File: src/rtl/fwd_ctrl_pkg.sv
// Shared constants for the EX-stage forwarding unit: operand-select codes,
// default register-file geometry and the hazard FSM state type.
package fwd_ctrl_pkg;

    localparam int unsigned DEF_REGW = 5;
    localparam int unsigned DEF_XZR  = 31;

    localparam logic [1:0] FWD_REG = 2'b00;
    localparam logic [1:0] FWD_MEM = 2'b01;
    localparam logic [1:0] FWD_WB  = 2'b10;

    typedef enum logic {
        RUN,
        STALL
    } state_e;

endpackage

File: src/rtl/fwd_ctrl_cmp.sv
// One operand's forwarding select: picks the newest older writer of src
// (MEM before WB); the zero register is never forwarded.
module fwd_cmp
    import fwd_ctrl_pkg::*;
#(
    parameter int unsigned REGW = DEF_REGW,
    parameter int unsigned XZR  = DEF_XZR
) (
    input  logic [REGW-1:0] src,
    input  logic            used,
    input  logic            mem_valid,
    input  logic            mem_wreg,
    input  logic [REGW-1:0] mem_rd,
    input  logic            wb_valid,
    input  logic            wb_wreg,
    input  logic [REGW-1:0] wb_rd,
    output logic [1:0]      sel
);

    localparam logic [REGW-1:0] ZERO_IDX = REGW'(XZR);

    logic mem_hit;
    logic wb_hit;

    assign mem_hit = mem_valid && mem_wreg && (mem_rd != ZERO_IDX) && (mem_rd == src);
    assign wb_hit  = wb_valid  && wb_wreg  && (wb_rd  != ZERO_IDX) && (wb_rd  == src);

    always_comb begin
        sel = FWD_REG;
        if (used) begin
            if (mem_hit) begin
                sel = FWD_MEM;
            end else if (wb_hit) begin
                sel = FWD_WB;
            end
        end
    end

endmodule

File: src/rtl/fwd_ctrl.sv
// EX/MEM/WB operand forwarding control with a one-cycle load-use interlock
// and a saturating stall-cycle counter.
module fwd_ctrl
    import fwd_ctrl_pkg::*;
#(
    parameter int unsigned REGW = DEF_REGW,
    parameter int unsigned XZR  = DEF_XZR
) (
    input  logic            clk,
    input  logic            rst,
    input  logic            id_valid,
    input  logic [REGW-1:0] id_rn,
    input  logic [REGW-1:0] id_rm,
    input  logic            id_rn_used,
    input  logic            id_rm_used,
    input  logic [REGW-1:0] id_rd,
    input  logic            id_wreg,
    input  logic            id_is_load,
    input  logic            flush,
    output logic [1:0]      fwd_a,
    output logic [1:0]      fwd_b,
    output logic            stall,
    output logic [31:0]     stall_cnt
);

    localparam logic [REGW-1:0] ZERO_IDX = REGW'(XZR);

    typedef struct packed {
        logic            valid;
        logic [REGW-1:0] rn;
        logic [REGW-1:0] rm;
        logic            rn_used;
        logic            rm_used;
        logic [REGW-1:0] rd;
        logic            wreg;
        logic            is_load;
    } stage_t;

    stage_t ex_q, mem_q, wb_q;
    stage_t id_rec;
    state_e state_q, state_d;
    logic   ex_writes;
    logic   hazard;
    logic [1:0] sel_a, sel_b;

    assign id_rec = '{valid: id_valid, rn: id_rn, rm: id_rm, rn_used: id_rn_used,
                      rm_used: id_rm_used, rd: id_rd, wreg: id_wreg, is_load: id_is_load};

    assign ex_writes = ex_q.valid && ex_q.wreg && (ex_q.rd != ZERO_IDX);
    assign hazard    = id_valid && ex_q.is_load && ex_writes &&
                       ((id_rn_used && (id_rn == ex_q.rd)) || (id_rm_used && (id_rm == ex_q.rd)));

    // Gating with rst keeps outputs clean before the first reset edge lands.
    always_comb begin
        state_d = state_q;
        stall   = 1'b0;
        case (state_q)
            RUN: begin
                if (hazard && !flush && !rst) begin
                    stall   = 1'b1;
                    state_d = STALL;
                end
            end
            STALL: state_d = RUN;
            default: state_d = RUN;
        endcase
    end

    always_ff @(posedge clk) begin
        if (rst) begin
            ex_q      <= '0;
            mem_q     <= '0;
            wb_q      <= '0;
            state_q   <= RUN;
            stall_cnt <= '0;
        end else begin
            wb_q    <= mem_q;
            mem_q   <= ex_q;
            ex_q    <= (stall || flush) ? '0 : id_rec;
            state_q <= state_d;
            if (stall && (stall_cnt != '1)) begin
                stall_cnt <= stall_cnt + 32'd1;
            end
        end
    end

    fwd_cmp #(.REGW(REGW), .XZR(XZR)) u_cmp_a (
        .src       (ex_q.rn),
        .used      (ex_q.rn_used),
        .mem_valid (mem_q.valid),
        .mem_wreg  (mem_q.wreg),
        .mem_rd    (mem_q.rd),
        .wb_valid  (wb_q.valid),
        .wb_wreg   (wb_q.wreg),
        .wb_rd     (wb_q.rd),
        .sel       (sel_a)
    );

    fwd_cmp #(.REGW(REGW), .XZR(XZR)) u_cmp_b (
        .src       (ex_q.rm),
        .used      (ex_q.rm_used),
        .mem_valid (mem_q.valid),
        .mem_wreg  (mem_q.wreg),
        .mem_rd    (mem_q.rd),
        .wb_valid  (wb_q.valid),
        .wb_wreg   (wb_q.wreg),
        .wb_rd     (wb_q.rd),
        .sel       (sel_b)
    );

    assign fwd_a = rst ? FWD_REG : sel_a;
    assign fwd_b = rst ? FWD_REG : sel_b;

endmodule

File: config.mk
export PLATFORM = sky130hd
export DESIGN_NAME = fwd_ctrl
export DESIGN_NICKNAME = d
export VERILOG_FILES = /design/src/rtl/fwd_ctrl_pkg.sv /design/src/rtl/fwd_ctrl_cmp.sv /design/src/rtl/fwd_ctrl.sv
export SDC_FILE = /design/constraint.sdc
export NUM_CORES = 1
export LEC_CHECK = 0
export ABC_CLOCK_PERIOD_IN_PS = 1950
export BUFFER_PORTS_ARGS = -buffer_cell sky130_fd_sc_hd__buf_2
export CORE_UTILIZATION = 49
export CTS_CLUSTER_DIAMETER = 60
export CTS_CLUSTER_SIZE = 30
export DETAILED_ROUTE_END_ITERATION = 7
export PLACE_DENSITY = 0.72
export SLEW_MARGIN = 10
export SYNTH_ARGS = -nofsm -noshare
export SYNTH_HDL_FRONTEND = slang
export SYNTH_SLANG_ARGS = --single-unit
File: constraint.sdc
create_clock -name clk -period 1.95 [get_ports clk]
set_input_delay 0.2925 -clock clk [delete_from_list [all_inputs] [get_ports clk]]
set_output_delay 0.2925 -clock clk [all_outputs]
set_load 0.1 [all_outputs]
==> impl_metrics.py, run 1 <==
metrics = {
    "detailed_routing": {
        "num_vias": 2913,
        "ant_nets": 0,
        "route.detailed.drc": 0,
        "via_per_inst": 5.59,
        "drt-total-wl_um": 8070,
        "dr.first_iter.drc_count": 131,
        "wl_per_cell_um": 15.5,
        "dr.pass1.iters": 4,
    },
    "pwr": {
        "power_mw": 2.70,
        "p_leak_nw": 1.88,
        "ir_drop_uv": 489,
        "power_per_cell_area_mw_per_mm2": 594,
    },
    "yosys": {
        "synth_compound_area_share_pct": 8.54,
        "synth_simple_gate_area_share_pct": 31.3,
        "synth_top_area_share_pct": 43.4,
        "synth_top_flop_cell": "dfxtp_1",
        "synthTopCellsByArea": "dfxtp_1, xor2_1, xnor2_1",
        "synth_seq_cells": 67,
        "synth_xor_area_share_pct": 10.2,
        "synth-edff-count": 0,
        "yosys-top-cells-count": "dfxtp_1, nand3_1, and2_1, nor2_1, xor2_1",
        "synth_top_family_by_area": "simple AND/OR/NAND/NOR gates",
        "ys_types": 40,
        "syn_area_mm2": 0.00309,
        "async_flop_share_pct": 0,
        "synth_nets": 368,
        "synth.avg_cell_area_um2": 8.99,
        "yosysWarnings": 0,
        "ys_seq_area_share_pct": 43.4,
        "synthAdderAreaFrac_pct": 0.405,
        "synthMuxAreaShare_pct": 2.51,
        "synth_top_area_cell": "dfxtp_1",
        "synthCells": 344,
        "yosysMostFrequentCell": "dfxtp_1",
    },
    "critical_path": {
        "end_kind": "output port",
        "worstSetupStartpoint": "ex_q[17]$_SDFF_PP0_",
        "crit_type": "flip-flop to output port",
        "start_kind": "flip-flop",
        "r2r-start": "ex_q[6]$_SDFF_PP0_",
        "crit_fanout": 2,
        "cp.arrival_ps": 1820,
        "cp.required_ps": 1660,
        "reg2reg_slack_ps": 10,
    },
    "clock_tree": {
        "cts_sinks": 67,
        "hold_buffers": 0,
        "clock_latency_ps": 350,
        "clockBufferDepth": 2,
        "numCtsBuffers": 9,
        "cts_root_buffer": "clkbuf_8",
        "path_clk_slew_ps": 70,
        "cts_tree": "built",
        "htree_levels": 3,
    },
    "finish": {
        "area_delta_synth_final_pct": 47.0,
        "layout.cells.non_filler": 521,
        "drive_gt1_share_pct": 49.8,
        "fill_cells": 407,
        "antenna_cells": 0,
        "final_core_util_pct": 75.9,
        "nNetsFinal": 465,
    },
    "die": {
        "die_x_um": 81.5,
        "coreArea_mm2": 0.00599,
        "initial_utilization_pct": 51.6,
        "rows": 28,
        "die-area_mm2": 0.00663,
        "die_y_um": 81.5,
        "pin_count": 60,
    },
    "timing": {
        "period_minus_slack_ps": 2110,
        "max_slew_margin_pct": 63.7,
        "slew_violations": 0,
        "worst_slack_ps": -162,
        "worst_pin_slew_ps": 542,
        "setup_viol": 5,
        "fmax_mhz": 473,
        "fin_skew_ps": 12.3,
        "hold_viol_final": 0,
        "timing.final.crit_share_pct": 108,
        "rsz0062_at_grt": "true",
    },
    "place": {
        "io_buffers": 59,
        "place_hpwl_um": 5110,
        "placed_cells": 490,
        "place.gp.congestion": 0.815,
        "pre_cts_slack_ps": -112,
    },
    "global_route": {
        "antenna_found_initial": 0,
        "grtUsageTotal_pct": 23.6,
        "grt_max_degree": 54,
        "grt_overflow_total": 0,
        "grt_pass1_wl_um": 11800,
        "grt_pass1_vias": 2581,
    },
    "hold_path": {
        "hold_path.class": "input pin to flip-flop",
        "min_from": "id_rd[2]",
    },
    "outcome": {
        "violations": "negative setup slack",
        "status": "finished, violations left",
    },
    "flow_run": {
        "maxCapViolCount": 0,
    },
}
worst max-delay path, cell delays in order, from the launching register on:
cell     delay, ps
dfxtp_2        340
xor2_1         160
nor4_1         330
nand3_1        200
nor3b_4        240
buf_12         200
worst paths after layout:
| check | to | cells after the start |
|---|---|---|
| setup / recovery | fwd_a[0] | 5 |
| hold / removal | ex_q[4]$_SDFF_PP0_ | 2 |
| setup reg to reg | stall_cnt[26]$_SDFFE_PP0P_ | 8 |
| hold reg to reg | mem_q[1]$_SDFF_PP0_ | 1 |
registers in the layout (all words and copies together) (netlist names):
register / count
ex_q: 20
mem_q: 7
stall_cnt: 32
state_q: 1
wb_q: 7
placed cells by master (no fill, tap or decap), drive strengths merged, types with 13 or more instances in the layout:
cell,instances
a21oi,17
and2,22
buf,101
clkbuf,13
dfxtp,67
nand2,17
nand3,25
nand4,18
nor2,20
nor2b,19
xnor2,17
xor2,19
cell families (layout without fill, tap and decap cells):
group | after synthesis | count (layout)
fa+ha+maj | 1 | 1
xor+xnor | 36 | 36
mux | 7 | 7
buf+inv | 24 | 125
flops | 67 | 67
compound gates | 41 | 41
simple gates | 168 | 169
final cells by class:
class	count	area [um^2]	share of cell area (%)
clock inverters	4	28.8	0.633
repair buffers	102	766	16.8
well taps	75	93.8	2.06
multi-input cells	254	1980	43.5
inverters	7	30.0	0.661
clock buffers	12	178	3.91
flip-flops and latches	67	1470	32.4
repair_timing:
| item | CTS | global route |
|---|---|---|
| buffers inserted | 1 | 12 |
| setup endpoints to repair | 42 | 31 |
| pin swaps | 16 | 32 |
| cloned | 0 | 2 |
| resized for setup | 17 | 46 |
per-stage QoR:
step                      area, um^2  setup TNS [ps]  hold slack, ps
after floorplan                 3340           -1990             414
after global placement          3930            -277             450
after detailed placement        3930           -2670             456
after CTS                       4210            -692             139
after global routing            4550           -1710             136
final                           4550            -595             143
routing by layer:
layer | vias up | track usage (%) | wire, um
li1 | 1409 | - | -
met1 | 1406 | 30.4 | 3540
met2 | 87 | 38.8 | 4060
met3 | 11 | 5.33 | 352
met4 | 0 | 7.50 | 108
met5 | - | 0 | 0
power breakdown:
part	leakage [nW]	total, mW	switching (mW)	internal (mW)
clock	0.107	1.17	0.551	0.620
combinational	1.20	0.157	0.0766	0.0803
sequential	0.575	1.37	0.0222	1.35
Note: power is estimated with default switching activity, not from simulation.
==> run 2, diff against run 1 <==
Settings changed: PLACE_DENSITY 0.72 to default, PLACE_DENSITY_LB_ADDON from default to 0.15.
==> run 2 against run 1 <==
Net effect: the flow still finishes with violations (negative setup slack); die area unchanged; combinational power is 4% lower; final cell count did not move; routed wire length up 0.57%; hold slack worse by 13 ps; sequential share of layout area grew 0.11 points; worst setup slack worse by 22 ps; clock-buffer cell count fell by 3; clock skew is essentially flat.
==> impl_metrics.py, run 2 (same netlist as run 1, synthesis figures left out) <==
metrics = {
    "clock_tree": {
        "numCtsBuffers": 9,
        "cts_tree": "built",
        "clockBufferDepth": 2,
        "hold_buffers": 0,
        "cts_sinks": 67,
        "htree_levels": 3,
        "clock_latency_ps": 360,
        "path_clk_slew_ps": 80,
        "cts_root_buffer": "clkbuf_8",
    },
    "critical_path": {
        "worstPathCellList": "xor2_1, nor4_1, nand3_1, nor3b_4, buf_12",
        "crit_type": "flip-flop to output port",
        "end_kind": "output port",
        "ff2ff_path_depth": 6,
        "cp.required_ps": 1660,
        "cp.arrival_ps": 1840,
        "crit_end": "fwd_b[0]",
        "crit_fanout": 4,
        "worstSetupStartpoint": "mem_q[4]$_SDFF_PP0_",
        "max_stage_delay_ps": 350,
        "r2r-start": "stall_cnt[19]$_SDFFE_PP0P_",
        "reg2reg_slack_ps": -100,
        "r2r_end": "stall_cnt[31]$_SDFFE_PP0P_",
        "start_kind": "flip-flop",
        "cp_slowest_cell": "dfxtp_2",
    },
    "hold_path": {
        "hold_path.class": "input pin to flip-flop",
    },
    "finish": {
        "final_cell_mix": "buf_2, buf_4, dfxtp_4, and2_1, dfxtp_1",
        "largest_registers": "stall_cnt (32), ex_q (20)",
        "area_delta_synth_final_pct": 46.2,
        "drive_gt1_share_pct": 50.9,
        "post-route-cell-area_mm2": 0.00452,
        "largest_register_ffs": 32,
        "antenna_cells": 0,
        "layout.cells.non_filler": 521,
        "top_register": "stall_cnt",
        "layout_commonest_cell": "buf_2",
        "nNetsFinal": 465,
    },
    "detailed_routing": {
        "ant_nets": 0,
        "dr.pass1.iters": 5,
        "wl_per_cell_um": 15.6,
        "via_per_inst": 5.48,
        "num_vias": 2854,
        "dr.first_iter.drc_count": 163,
        "drt-total-wl_um": 8110,
        "route.detailed.drc": 0,
    },
    "pwr": {
        "swShare_pct": 26.9,
        "power_mw": 2.61,
        "comb_power_share_pct": 5.8,
        "p_leak_nw": 1.87,
        "pwr-share-seq_pct": 52.7,
        "p_int_mw": 1.91,
        "power_per_cell_area_mw_per_mm2": 577,
        "p_sw_uw": 703,
        "clockPowerShare_pct": 41.6,
        "ir_drop_uv": 490,
    },
    "timing": {
        "max_slew_margin_pct": 42.2,
        "setup_viol": 36,
        "worst_slack_ps": -184,
        "rsz0062_at_grt": "true",
        "worst_pin_slew_ps": 862,
        "slew_violations": 0,
        "fin_skew_ps": 12.6,
        "timing.final.crit_share_pct": 109,
        "fmax_mhz": 469,
        "hold_viol_final": 0,
        "period_minus_slack_ps": 2130,
    },
    "global_route": {
        "antenna_found_initial": 0,
        "grt_pass1_vias": 2585,
        "grt_pass1_wl_um": 12300,
        "grt_max_degree": 30,
        "grt_overflow_total": 0,
        "grtUsageTotal_pct": 24.8,
    },
    "place": {
        "io_buffers": 59,
        "pre_cts_slack_ps": -114,
        "place_hpwl_um": 5370,
        "placed_area_mm2": 0.00391,
        "place.gp.congestion": 0.877,
        "placed_cells": 489,
    },
    "die": {
        "die-area_mm2": 0.00663,
        "rows": 28,
        "die_y_um": 81.5,
        "initial_utilization_pct": 51.6,
        "pin_count": 60,
        "die_x_um": 81.5,
        "coreArea_mm2": 0.00599,
    },
    "outcome": {
        "status": "finished, violations left",
        "violations": "negative setup slack",
    },
    "flow_run": {
        "maxCapViolCount": 0,
    },
}
run 2: changes by cell type in the layout (fill, tap and decap cells not counted), sizes merged:
cell    change
clkinv      -1
buf         +2
clkbuf      -4
inv         +4
nor3        -1
run 2: critical path, delay by kind of cell, from the launching register on:
kind | cells | cell delay, ps
simple gates | 3 | 780
flops | 1 | 350
buf+inv | 1 | 200
xor+xnor | 1 | 150
run 2: cell type report:
cell class / instances / area (um^2)
clock buffers: 9 / 124
fillers: 415 / 1470
repair buffers: 103 / 758
well taps: 75 / 93.8
clock inverters: 7 / 55.1
multi-input cells: 253 / 1990
flip-flops and latches: 67 / 1470
inverters: 7 / 30.0
run 2: power groups by stage:
stage               Clock, mW  Sequential, mW  Combinational [mW]
finish                   1.09            1.38               0.151
global route             1.17            1.38               0.167
CTS                      1.10            1.37               0.144
detailed placement          0            1.41               0.135
global placement            0            1.41               0.131
floorplan                   0            1.40              0.0863
run 2: what timing repair did:
| item | in CTS | in global routing |
|---|---|---|
| endpoints found under the setup margin | 42 | 51 |
| gates resized for setup | 30 | 45 |
| pin swaps | 24 | 24 |
| setup buffers | 5 | 12 |
| hold endpoints to repair | 0 | 0 |
run 2: per-layer routing:
| metal | routed length, um | track usage [%] |
|---|---|---|
| met5 | 0 | 0 |
| met4 | 113 | 13.8 |
| met3 | 381 | 4.11 |
| met2 | 3930 | 38.4 |
| met1 | 3690 | 32.6 |
run 2: metrics by stage:
stage / utilization [%] / setup TNS [ps] / hold WS [ps]
4_1_cts: 70.9 / -2110 / 122
6_report: 75.5 / -2180 / 129
5_1_grt: 75.5 / -7350 / 121
3_3_place_gp: 65.3 / -276 / 449
3_5_place_dp: 65.3 / -2390 / 453
2_1_floorplan: - / -1990 / 414
run 2: how the worst min path moves through the flow:
stage / start / end / slack [ps] / cells after the start
2_1_floorplan: id_rm[2] / ex_q[11]$_SDFF_PP0_ / 410 / 1
3_3_place_gp: ex_q[1]$_SDFF_PP0_ / mem_q[1]$_SDFF_PP0_ / 450 / 1
3_5_place_dp: ex_q[1]$_SDFF_PP0_ / mem_q[1]$_SDFF_PP0_ / 450 / 1
4_1_cts: id_rd[2] / ex_q[4]$_SDFF_PP0_ / 120 / 2
5_1_grt: id_rd[0] / ex_q[2]$_SDFF_PP0_ / 120 / 2
6_report: id_rd[2] / ex_q[4]$_SDFF_PP0_ / 130 / 2
